[config.mk]
export PLATFORM = sky130hd
export DESIGN_NAME = button_conditioner
export DESIGN_NICKNAME = d
export VERILOG_FILES = /design/src/rtl/button_conditioner.sv
export SDC_FILE = /design/constraint.sdc
export NUM_CORES = 1
export LEC_CHECK = 0
export BUFFER_PORTS_ARGS = -buffer_cell sky130_fd_sc_hd__buf_2
export CORE_ASPECT_RATIO = 0.6
export CORE_UTILIZATION = 34
export DETAILED_ROUTE_END_ITERATION = 7
export MAX_ROUTING_LAYER = met4
export PLACE_DENSITY = 0.63
export SYNTH_ARGS = -nofsm -noshare
export SYNTH_HDL_FRONTEND = slang
export SYNTH_SLANG_ARGS = --single-unit
[constraint.sdc]
create_clock -name clk -period 2.1 [get_ports clk]
set_input_delay 0.42 -clock clk [delete_from_list [all_inputs] [get_ports clk]]
set_output_delay 0.42 -clock clk [all_outputs]
set_load 0.005 [all_outputs]
[src/rtl/button_conditioner.sv]
// -----------------------------------------------------------------------------
// button_conditioner
//
// Cleans up the raw push-buttons and turns them into the one-hot command word
// that the calculator FSM decodes. Bit 0 is clear/reset. Bits 1..4 are add,
// multiply, divide and modulo.
//
// Each button goes through three stages:
//   1. A 2-flop synchronizer.
//   2. A counter debounce. The synced level must differ from the accepted
//      level for DEBOUNCE_CYCLES consecutive cycles before it is taken.
//   3. Rising-edge detection on the accepted level.
//
// Accepted presses collect in a pending buffer. The buffer is drained one
// button per cycle, lowest index first. This keeps `buttons` all-zero or
// exactly one-hot, so simultaneous presses become consecutive pulses.
//
// Ports:
//   clk       : system clock (100 MHz)
//   rst_n     : asynchronous active-low reset
//   btn_raw   : raw asynchronous button levels, 1 = pressed
//   buttons   : one-hot press pulse, high for exactly one cycle per press
//   btn_level : debounced stable level of each button
//   pending   : presses accepted but not yet emitted
// -----------------------------------------------------------------------------
module button_conditioner #(
  parameter int N_BTN           = 5,
  parameter int DEBOUNCE_CYCLES = 1000000,
  parameter int CNT_W           = 20
) (
  input  logic             clk,
  input  logic             rst_n,
  input  logic [N_BTN-1:0] btn_raw,
  output logic [N_BTN-1:0] buttons,
  output logic [N_BTN-1:0] btn_level,
  output logic [N_BTN-1:0] pending
);

  localparam logic [CNT_W-1:0] CNT_LAST = CNT_W'(DEBOUNCE_CYCLES - 1);
  localparam logic [CNT_W-1:0] CNT_ONE  = CNT_W'(1);
  localparam logic [N_BTN-1:0] BTN_ONE  = N_BTN'(1);

  logic [N_BTN-1:0] sync1_q, sync1_d;
  logic [N_BTN-1:0] sync2_q, sync2_d;
  logic [N_BTN-1:0] stable_q, stable_d;
  logic [N_BTN-1:0] pending_q, pending_d;
  logic [N_BTN-1:0] buttons_q, buttons_d;
  logic [CNT_W-1:0] cnt_q [N_BTN];
  logic [CNT_W-1:0] cnt_d [N_BTN];
  logic [N_BTN-1:0] rise_s;
  logic [N_BTN-1:0] grant_s;

  // Next-state logic: synchronizer, debounce counters, press detect and emit.
  always_comb begin
    sync1_d = btn_raw;
    sync2_d = sync1_q;

    for (int i = 0; i < N_BTN; i++) begin
      cnt_d[i]    = cnt_q[i];
      stable_d[i] = stable_q[i];
      if (sync2_q[i] == stable_q[i]) begin
        // Any return to the accepted level restarts the qualification window.
        cnt_d[i] = '0;
      end else if (cnt_q[i] == CNT_LAST) begin
        stable_d[i] = sync2_q[i];
        cnt_d[i]    = '0;
      end else begin
        cnt_d[i] = cnt_q[i] + CNT_ONE;
      end
    end

    // Only accepted 0->1 transitions count as presses. Releases are silent.
    rise_s = stable_d & ~stable_q;

    // Two's-complement trick isolates the lowest set bit (highest priority).
    grant_s = pending_q & (~pending_q + BTN_ONE);

    // OR-ing the new presses in after the clear makes a set win over a
    // same-cycle clear, so a press is never dropped.
    pending_d = (pending_q & ~grant_s) | rise_s;
    buttons_d = grant_s;
  end

  // State registers with asynchronous active-low reset.
  always_ff @(posedge clk or negedge rst_n) begin
    if (!rst_n) begin
      sync1_q   <= '0;
      sync2_q   <= '0;
      stable_q  <= '0;
      pending_q <= '0;
      buttons_q <= '0;
      for (int i = 0; i < N_BTN; i++) begin
        cnt_q[i] <= '0;
      end
    end else begin
      sync1_q   <= sync1_d;
      sync2_q   <= sync2_d;
      stable_q  <= stable_d;
      pending_q <= pending_d;
      buttons_q <= buttons_d;
      for (int i = 0; i < N_BTN; i++) begin
        cnt_q[i] <= cnt_d[i];
      end
    end
  end

  assign buttons   = buttons_q;
  assign btn_level = stable_q;
  assign pending   = pending_q;

endmodule

# After elaboration in Yosys (flattened, before gate mapping)
# Cells that the tools add are included.
# word_totals
register_bits,125
input_bits,7
memories,0
mem_bits_ro,0
ram_bits,0
latch_bits,0
out_inout_bits,15
# op_classes
n_reduce_logical,0
n_addsub,6
shift,0
bitwise_logic,7
n_eq_ne,10
n_mux,20
magnitude_cmp,0
div,0
multipliers,0
# op_table
operator,n
20-bit two-way mux,10
20-bit by 1-bit adder with 20-bit output (second input constant),5
20-bit == test (second input constant),5
5-bit bitwise AND,3
5-bit NOT,3
1-bit two-way mux,10
5-bit by 1-bit adder with 5-bit output (second input constant),1
1-bit == test,5
5-bit bitwise OR,1

# Depth between registers and ports, before layout
# Gate-level depths: netlist (run 1).
# logic_depth
word_depth,6
ltp_mapped,6
mapped_depth_nobuf,5

# Least setup slack after synthesis (run 1)
# OpenSTA, ideal clock, no wires.
# synth_path
path_kind,register to register
start,register cnt_q[72] in the netlist's numbering
end,"register stable_q[1], in the netlist btn_level[1]"
n_path_buf,0
slack_ns,0.086
t_arrival_ns,1.887
stages_incl_launch_ff,5
required_ns,1.972
path_cell_list,dfrtp_1 -> or4b_1 -> or4_4 -> nor2_2 -> mux2_1
# synth_between
elab_chain_cells,3
# synth_rtl
item,line_no,text
from (decl),48,logic [CNT_W-1:0] cnt_q [N_BTN];
"from (signal, indexed assignment)",102,cnt_q[i] <= cnt_d[i];
20-bit == test,64,end else if (cnt_q[i] == CNT_LAST) begin
1-bit two-way mux,64,
1-bit two-way mux,61,if (sync2_q[i] == stable_q[i]) begin
net stable_d[1],45,"logic [N_BTN-1:0] stable_q, stable_d;"
to (signal assigned),98,stable_q <= stable_d;
to (decl),45,
# The timed path passes the listed nets, and every way through them passes these cells.

# Final worst setup path (run 1)
# Ends and elaborated chain as after synthesis.

==> results.json, run 1 <==
{
  "run_status": "completed",
  "cts_buffers": 17,
  "grt_pass1_wl_microns": 20270,
  "wire_per_inst_microns": 13.53,
  "setup_violations": 0,
  "clockRootBuffer": "clkbuf_16",
  "p_sw_share_pct": 22.46,
  "path_class": "reg2reg",
  "yosys_warnings": 0,
  "synth_nets": 585,
  "die_w_microns": 171.5,
  "start_util_pct": 35.46,
  "worst_setup_path_start_kind": "register",
  "design_area_sq_um": 6963,
  "clk_path_buf_depth": 2,
  "hold_viol": 0,
  "grt.total_usage_pct": 14.66,
  "layout.nets": 634,
  "worstSkewPairLatency_ps": 410,
  "n_antenna_cell": 0,
  "p_comb_share_pct": 2.9,
  "clock_sinks": 125,
  "rsz0062_at_grt": "true",
  "die_height_microns": 103.7,
  "io_buffers": 21,
  "antenna_found_initial": 0,
  "clockPowerShare_pct": 51.7,
  "place_congestion": 0.8040,
  "crit_chain": "or4b_1, or4_4, nor2_2, mux2_1",
  "dpl_cell_area_sq_um": 6370,
  "synth_seq_cells": 125,
  "worstPathRequired_ps": 2390,
  "report.final.slew_viol_count": 0,
  "synthCells": 573,
  "hp-class": "in2reg",
  "core_region_area_sq_um": 16530,
  "area_delta_synth_final_pct": 18.78,
  "fillers": 1547,
  "yosysSeqAreaShare_pct": 53.36,
  "ir_drop_mv": 0.4649,
  "synth-edff-count": 0,
  "syn_area_per_cell_sq_um": 10.23,
  "die_area_sq_um": 17790,
  "htreeDepth": 4,
  "power.leakage_uw": 0.002891,
  "seqCellArea_sq_um": 3129,
  "sequentialPowerShare_pct": 45.4,
  "worst_slew_pin_slew_ps": 490.8,
  "dr.pass1.iters": 5,
  "max-slew-margin-rel_pct": 67.28,
  "routed-via-count": 4396,
  "grt_pass1_vias": 4133,
  "tritoncts": "done",
  "end_kind": "register",
  "slowest_stage": "or4_4",
  "cp_max_fo": 2,
  "synthDistinctLibCells": 46,
  "post-route-min-period_ps": 2085,
  "timing.fmax_mhz": 479.5,
  "netSwitchingPower_uw": 1228,
  "overflow": 0,
  "wl_microns": 11680,
  "multi_input_area_sq_um": 2599,
  "critPathMaxStageDelay_ps": 570,
  "first_iter_violations": 313,
  "drv_cap": 0,
  "cts.clk_slew.worst_paths_ps": 60,
  "worst_clock_skew_ps": 9.875,
  "grt_max_degree": 50,
  "top_level_ports": 22,
  "synth_ff_type": "dfrtp_1",
  "via_per_inst": 5.094,
  "whs_ps": 114.6,
  "synth-async-reset-ratio_pct": 100.0,
  "postRouteAntennaNets": 0,
  "min_period_over_period_pct": 99.31,
  "drive_above_1_share_pct": 15.28,
  "powerDensity_nw_per_um2": 785.0,
  "intPower_uw": 4238,
  "dp.final_hpwl_microns": 8075,
  "num_rows": 36,
  "synthesis.area_sq_um": 5862,
  "arrival_ps": 2370,
  "drc_errors": 0
}
[per-stage QoR]
stage          TNS (ps)  total power [uW]  util (%)  setup WS [ps]  instances
4_1_cts               0              5545     42.11          17.60        863
5_1_grt          -3.289              5674     42.12         -3.289        863
6_report              0              5466     42.12          14.58        863
3_5_place_dp     -24.74              2683     38.53         -24.74        829
2_1_floorplan         0              2584         -          85.99        573
3_3_place_gp     -3.402              2678     38.53         -3.402        829
[flip-flops by register name, indices dropped and copies added, names as in the netlist]
name / flops
sync2_q: 5
cnt_q: 100
pending: 5
sync1_q: 5
btn_level: 5
buttons: 5
[critical path, delay by kind of cell (launching register included)]
| family | cells | cell delay (ps) |
|---|---|---|
| flip-flops | 1 | 390 |
| AND/OR/NAND/NOR | 3 | 1230 |
| multiplexers | 1 | 350 |
[power groups by stage]
stage          Sequential, uW  Combinational, uW  Clock [uW]
2_1_floorplan            2510               70.7           0
3_3_place_gp             2520                158           0
3_5_place_dp             2520                162           0
4_1_cts                  2480                165        2900
5_1_grt                  2480                184        3010
6_report                 2480                159        2830
[placed cells by master, fill, tap and decap left out, types with 17 or more instances in the layout]
master	count
dfrtp_1	124
nor2_1	77
xnor2_1	39
nand3_1	38
nand2_1	28
xor2_1	28
a21oi_1	28
or3_1	23
nand4_1	21
o21ai_0	20
inv_1	20
buf_2	20
buf_4	20
clkbuf_16	17
[kinds of logic (layout without fill, tap and decap cells)]
kind of cell / Yosys count / in the layout / share of synthesized area (%)
buf+inv: 33 / 95 / 2.476
compound gates: 67 / 67 / 6.873
xor+xnor: 67 / 67 / 10.01
mux: 5 / 5 / 0.9604
fa+ha+maj: 5 / 5 / 1.067
simple gates: 271 / 271 / 25.25
flops: 125 / 125 / 53.36
[synthesized netlist by cell type (4+ instances only)]
cell type | count | area (sq um)
nand3_1 | 38 | 190.2
buf_2 | 8 | 40.04
inv_1 | 20 | 75.07
nor3_1 | 14 | 70.07
dfrtp_1 | 125 | 3128
and4_1 | 5 | 43.79
ha_1 | 5 | 62.56
xor2_1 | 28 | 245.2
o21ai_0 | 20 | 100.1
or4_1 | 11 | 82.58
nor2_1 | 77 | 289.0
xnor2_1 | 39 | 341.6
nand4_1 | 21 | 131.4
a21oi_1 | 28 | 140.1
or3_1 | 23 | 143.9
and3_1 | 10 | 62.56
mux2_2 | 4 | 45.04
nor4_1 | 16 | 100.1
o31ai_1 | 10 | 75.07
nand2_1 | 28 | 105.1
nand4_2 | 4 | 50.05
[cell type report]
cell class | instances | share of cell area [%]
clock buffers | 17 | 6.110
clock inverters | 15 | 2.138
repair buffers | 43 | 4.313
multi-input cells | 415 | 37.32
well taps | 228 | 4.097
inverters | 20 | 1.078
flip-flops and latches | 125 | 44.94
[timing repair]
action	4_1_cts	5_1_grt
setup buffers	1	0
endpoints found under the setup margin	3	2
resized for setup	0	1
hold buffers	1	0
hold endpoints to repair	32	0
[per-layer routing]
layer / global-route usage, % / up-vias / wire length, microns
li1: - / 2152 / -
met1: 21.55 / 2163 / 6135
met2: 19.12 / 72 / 4976
met3: 3.859 / 9 / 479
met4: 4.974 / 0 / 88
met5: - / - / 0
[final timing paths]
kind                       depth (start not counted)                      to                 start  slack, ps
max                                                4  btn_level[1]$_DFF_PN0_   cnt_q[72]$_DFF_PN0_         10
min                                                1    sync1_q[4]$_DFF_PN0_            btn_raw[4]        110
max reg2reg                                        4  btn_level[1]$_DFF_PN0_   cnt_q[72]$_DFF_PN0_         10
min reg2reg                                        0    sync2_q[2]$_DFF_PN0_  sync1_q[2]$_DFF_PN0_        350
max in group asynchronous                          3     cnt_q[87]$_DFF_PN0_                 rst_n        930
min in group asynchronous                          2     cnt_q[33]$_DFF_PN0_                 rst_n        530
Note: power is estimated with default switching activity, not from simulation.
==> run 2, diff against run 1 <==
--- a/config.mk
+++ b/config.mk
@@ -7,10 +7,11 @@
 export LEC_CHECK = 0
 export BUFFER_PORTS_ARGS = -buffer_cell sky130_fd_sc_hd__buf_2
 export CORE_ASPECT_RATIO = 0.6
-export CORE_UTILIZATION = 34
+export CORE_UTILIZATION = 56
 export DETAILED_ROUTE_END_ITERATION = 7
+export GPL_ROUTABILITY_DRIVEN = 0
 export MAX_ROUTING_LAYER = met4
-export PLACE_DENSITY = 0.63
+export PLACE_DENSITY = 0.88
 export SYNTH_ARGS = -nofsm -noshare
 export SYNTH_HDL_FRONTEND = slang
 export SYNTH_SLANG_ARGS = --single-unit
==> run 2 against run 1 <==
Cell area decreased by 0.29%. Utilization increased by 27 points. Final cell count decreased by 11%. Setup slack improved by 43 ps. Sequential share of layout area increased by 0.11 points. Routed wire length increased by 9.9%. Clock power increased by 11%. First-iteration DRC count increased by 9.9%. Critical endpoint is now cnt_q[79]$_DFF_PN0_.
==> results.json, run 2 (same netlist as run 1, synthesis figures left out) <==
{
  "dp.cells": 735,
  "ir_drop_mv": 0.5869,
  "antenna_found_initial": 0,
  "start_util_pct": 58.50,
  "n_antenna_cell": 0,
  "die_area_sq_um": 10890,
  "grt_max_degree": 45,
  "drv_cap": 0,
  "drive_above_1_share_pct": 15.72,
  "design_area_sq_um": 6943,
  "final_common_cell": "dfrtp_1",
  "cts_hold_buf": 0,
  "report.final.slew_viol_count": 0,
  "worst_clock_skew_ps": 10.81,
  "hp-class": "in2async",
  "largest_reg_flops": 100,
  "layout.nets": 635,
  "setup_violations": 0,
  "clock_sinks": 125,
  "max-slew-margin-rel_pct": 59.46,
  "reg2reg_slack_ps": 60,
  "die_w_microns": 134.1,
  "r2r.worst_path.cells": 5,
  "cp_max_fo": 20,
  "grt_pass1_vias": 4478,
  "grt.total_usage_pct": 26.00,
  "postRouteAntennaNets": 0,
  "area_delta_synth_final_pct": 18.44,
  "cts_buffers": 17,
  "timing.fmax_mhz": 489.5,
  "powerDensity_nw_per_um2": 835.4,
  "tritoncts": "done",
  "wl_microns": 12840,
  "routed-via-count": 4674,
  "dr.pass1.iters": 6,
  "first_iter_violations": 344,
  "cts.clk_slew.worst_paths_ps": 60,
  "clk_path_buf_depth": 2,
  "min_period_over_period_pct": 97.28,
  "clockRootBuffer": "clkbuf_16",
  "wire_per_inst_microns": 16.65,
  "dpl_cell_area_sq_um": 6259,
  "worst_setup_path_start_kind": "register",
  "instances_no_fill": 771,
  "regMostFlops": "cnt_q",
  "run_status": "completed",
  "path_class": "reg2reg",
  "drc_errors": 0,
  "htreeDepth": 4,
  "worst_slew_pin_slew_ps": 608.1,
  "core_region_area_sq_um": 10020,
  "arrival_ps": 2320,
  "grt_pass1_wl_microns": 21110,
  "num_rows": 28,
  "power.leakage_uw": 0.002914,
  "io_buffers": 21,
  "hold_viol": 0,
  "dp.final_hpwl_microns": 8455,
  "end_kind": "register",
  "via_per_inst": 6.062,
  "post-route-min-period_ps": 2043,
  "die_height_microns": 81.25,
  "top_level_ports": 22,
  "worstPathRequired_ps": 2380,
  "worstSkewPairLatency_ps": 410,
  "overflow": 0,
  "final_cell_mix": "125 x dfrtp_1, 77 x nor2_1, 39 x xnor2_1"
}
-- run 2: cell count changes in the layout (fill, tap and decap cells not counted), sizes merged --
cell,previous run,this run
buf,42,44
clkinvlp,2,5
clkbuf,17,19
clkinv,10,3
bufinv,2,4
dlygate4sd3,1,0
-- run 2: layer usage --
layer | part of all wire (%) | vias up | GRT usage (%)
li1 | - | 2161 | -
met1 | 45 | 2322 | 32.97
met2 | 48 | 164 | 41.09
met3 | 5.1 | 27 | 5.743
met4 | 1.7 | 0 | 10.56
met5 | 0 | - | -
-- run 2: final timing paths --
path / from / end
max reg2reg: cnt_q[72]$_DFF_PN0_ / cnt_q[79]$_DFF_PN0_
min: rst_n / cnt_q[38]$_DFF_PN0_
max in group asynchronous: rst_n / cnt_q[9]$_DFF_PN0_
min in group clk: btn_raw[4] / sync1_q[4]$_DFF_PN0_
max: cnt_q[72]$_DFF_PN0_ / cnt_q[79]$_DFF_PN0_
min reg2reg: sync1_q[2]$_DFF_PN0_ / sync2_q[2]$_DFF_PN0_
-- run 2: cell type report --
cell class,count,area [sq um]
multi-input cells,415,2611
fillers,746,3077
clock inverters,13,188.9
well taps,135,168.9
flip-flops and latches,125,3128
repair buffers,44,317.8
clock buffers,19,452.9
inverters,20,75.07
-- run 2: timing repair --
| action | in CTS | in global routing |
|---|---|---|
| resized for setup | 0 | 3 |
| setup endpoints to repair | 0 | 6 |
| setup buffers | 0 | 4 |
-- run 2: power by group --
| part | internal [uW] | leakage (uW) | switching [uW] | total (uW) |
|---|---|---|---|---|
| sequential | 2440 | 0.00171 | 37.8 | 2480 |
| clock | 2050 | 0.000298 | 1100 | 3150 |
| combinational | 59.4 | 0.000905 | 111 | 170 |
| total | 4550 | 0.00291 | 1250 | 5800 |
-- run 2: critical path, cell delays in order, from the launching register on --
cell and delay (ps):
dfrtp_1 370, or4b_1 520, or4_4 580, o21ai_2 190, buf_12 180, a21oi_1 60
-- run 2: stage by stage --
stage	worst slack, ps	util [%]	hold slack [ps]	power, uW	TNS [ps]
6_report	57.10	69.29	10.95	5800	0
5_1_grt	-0.8482	69.29	56.25	5956	-0.8482
4_1_cts	42.29	68.87	41.65	5826	0
3_5_place_dp	60.96	62.46	337.1	2690	0
3_3_place_gp	104.4	62.46	335.1	2679	0
2_1_floorplan	85.99	-	124.4	2584	0
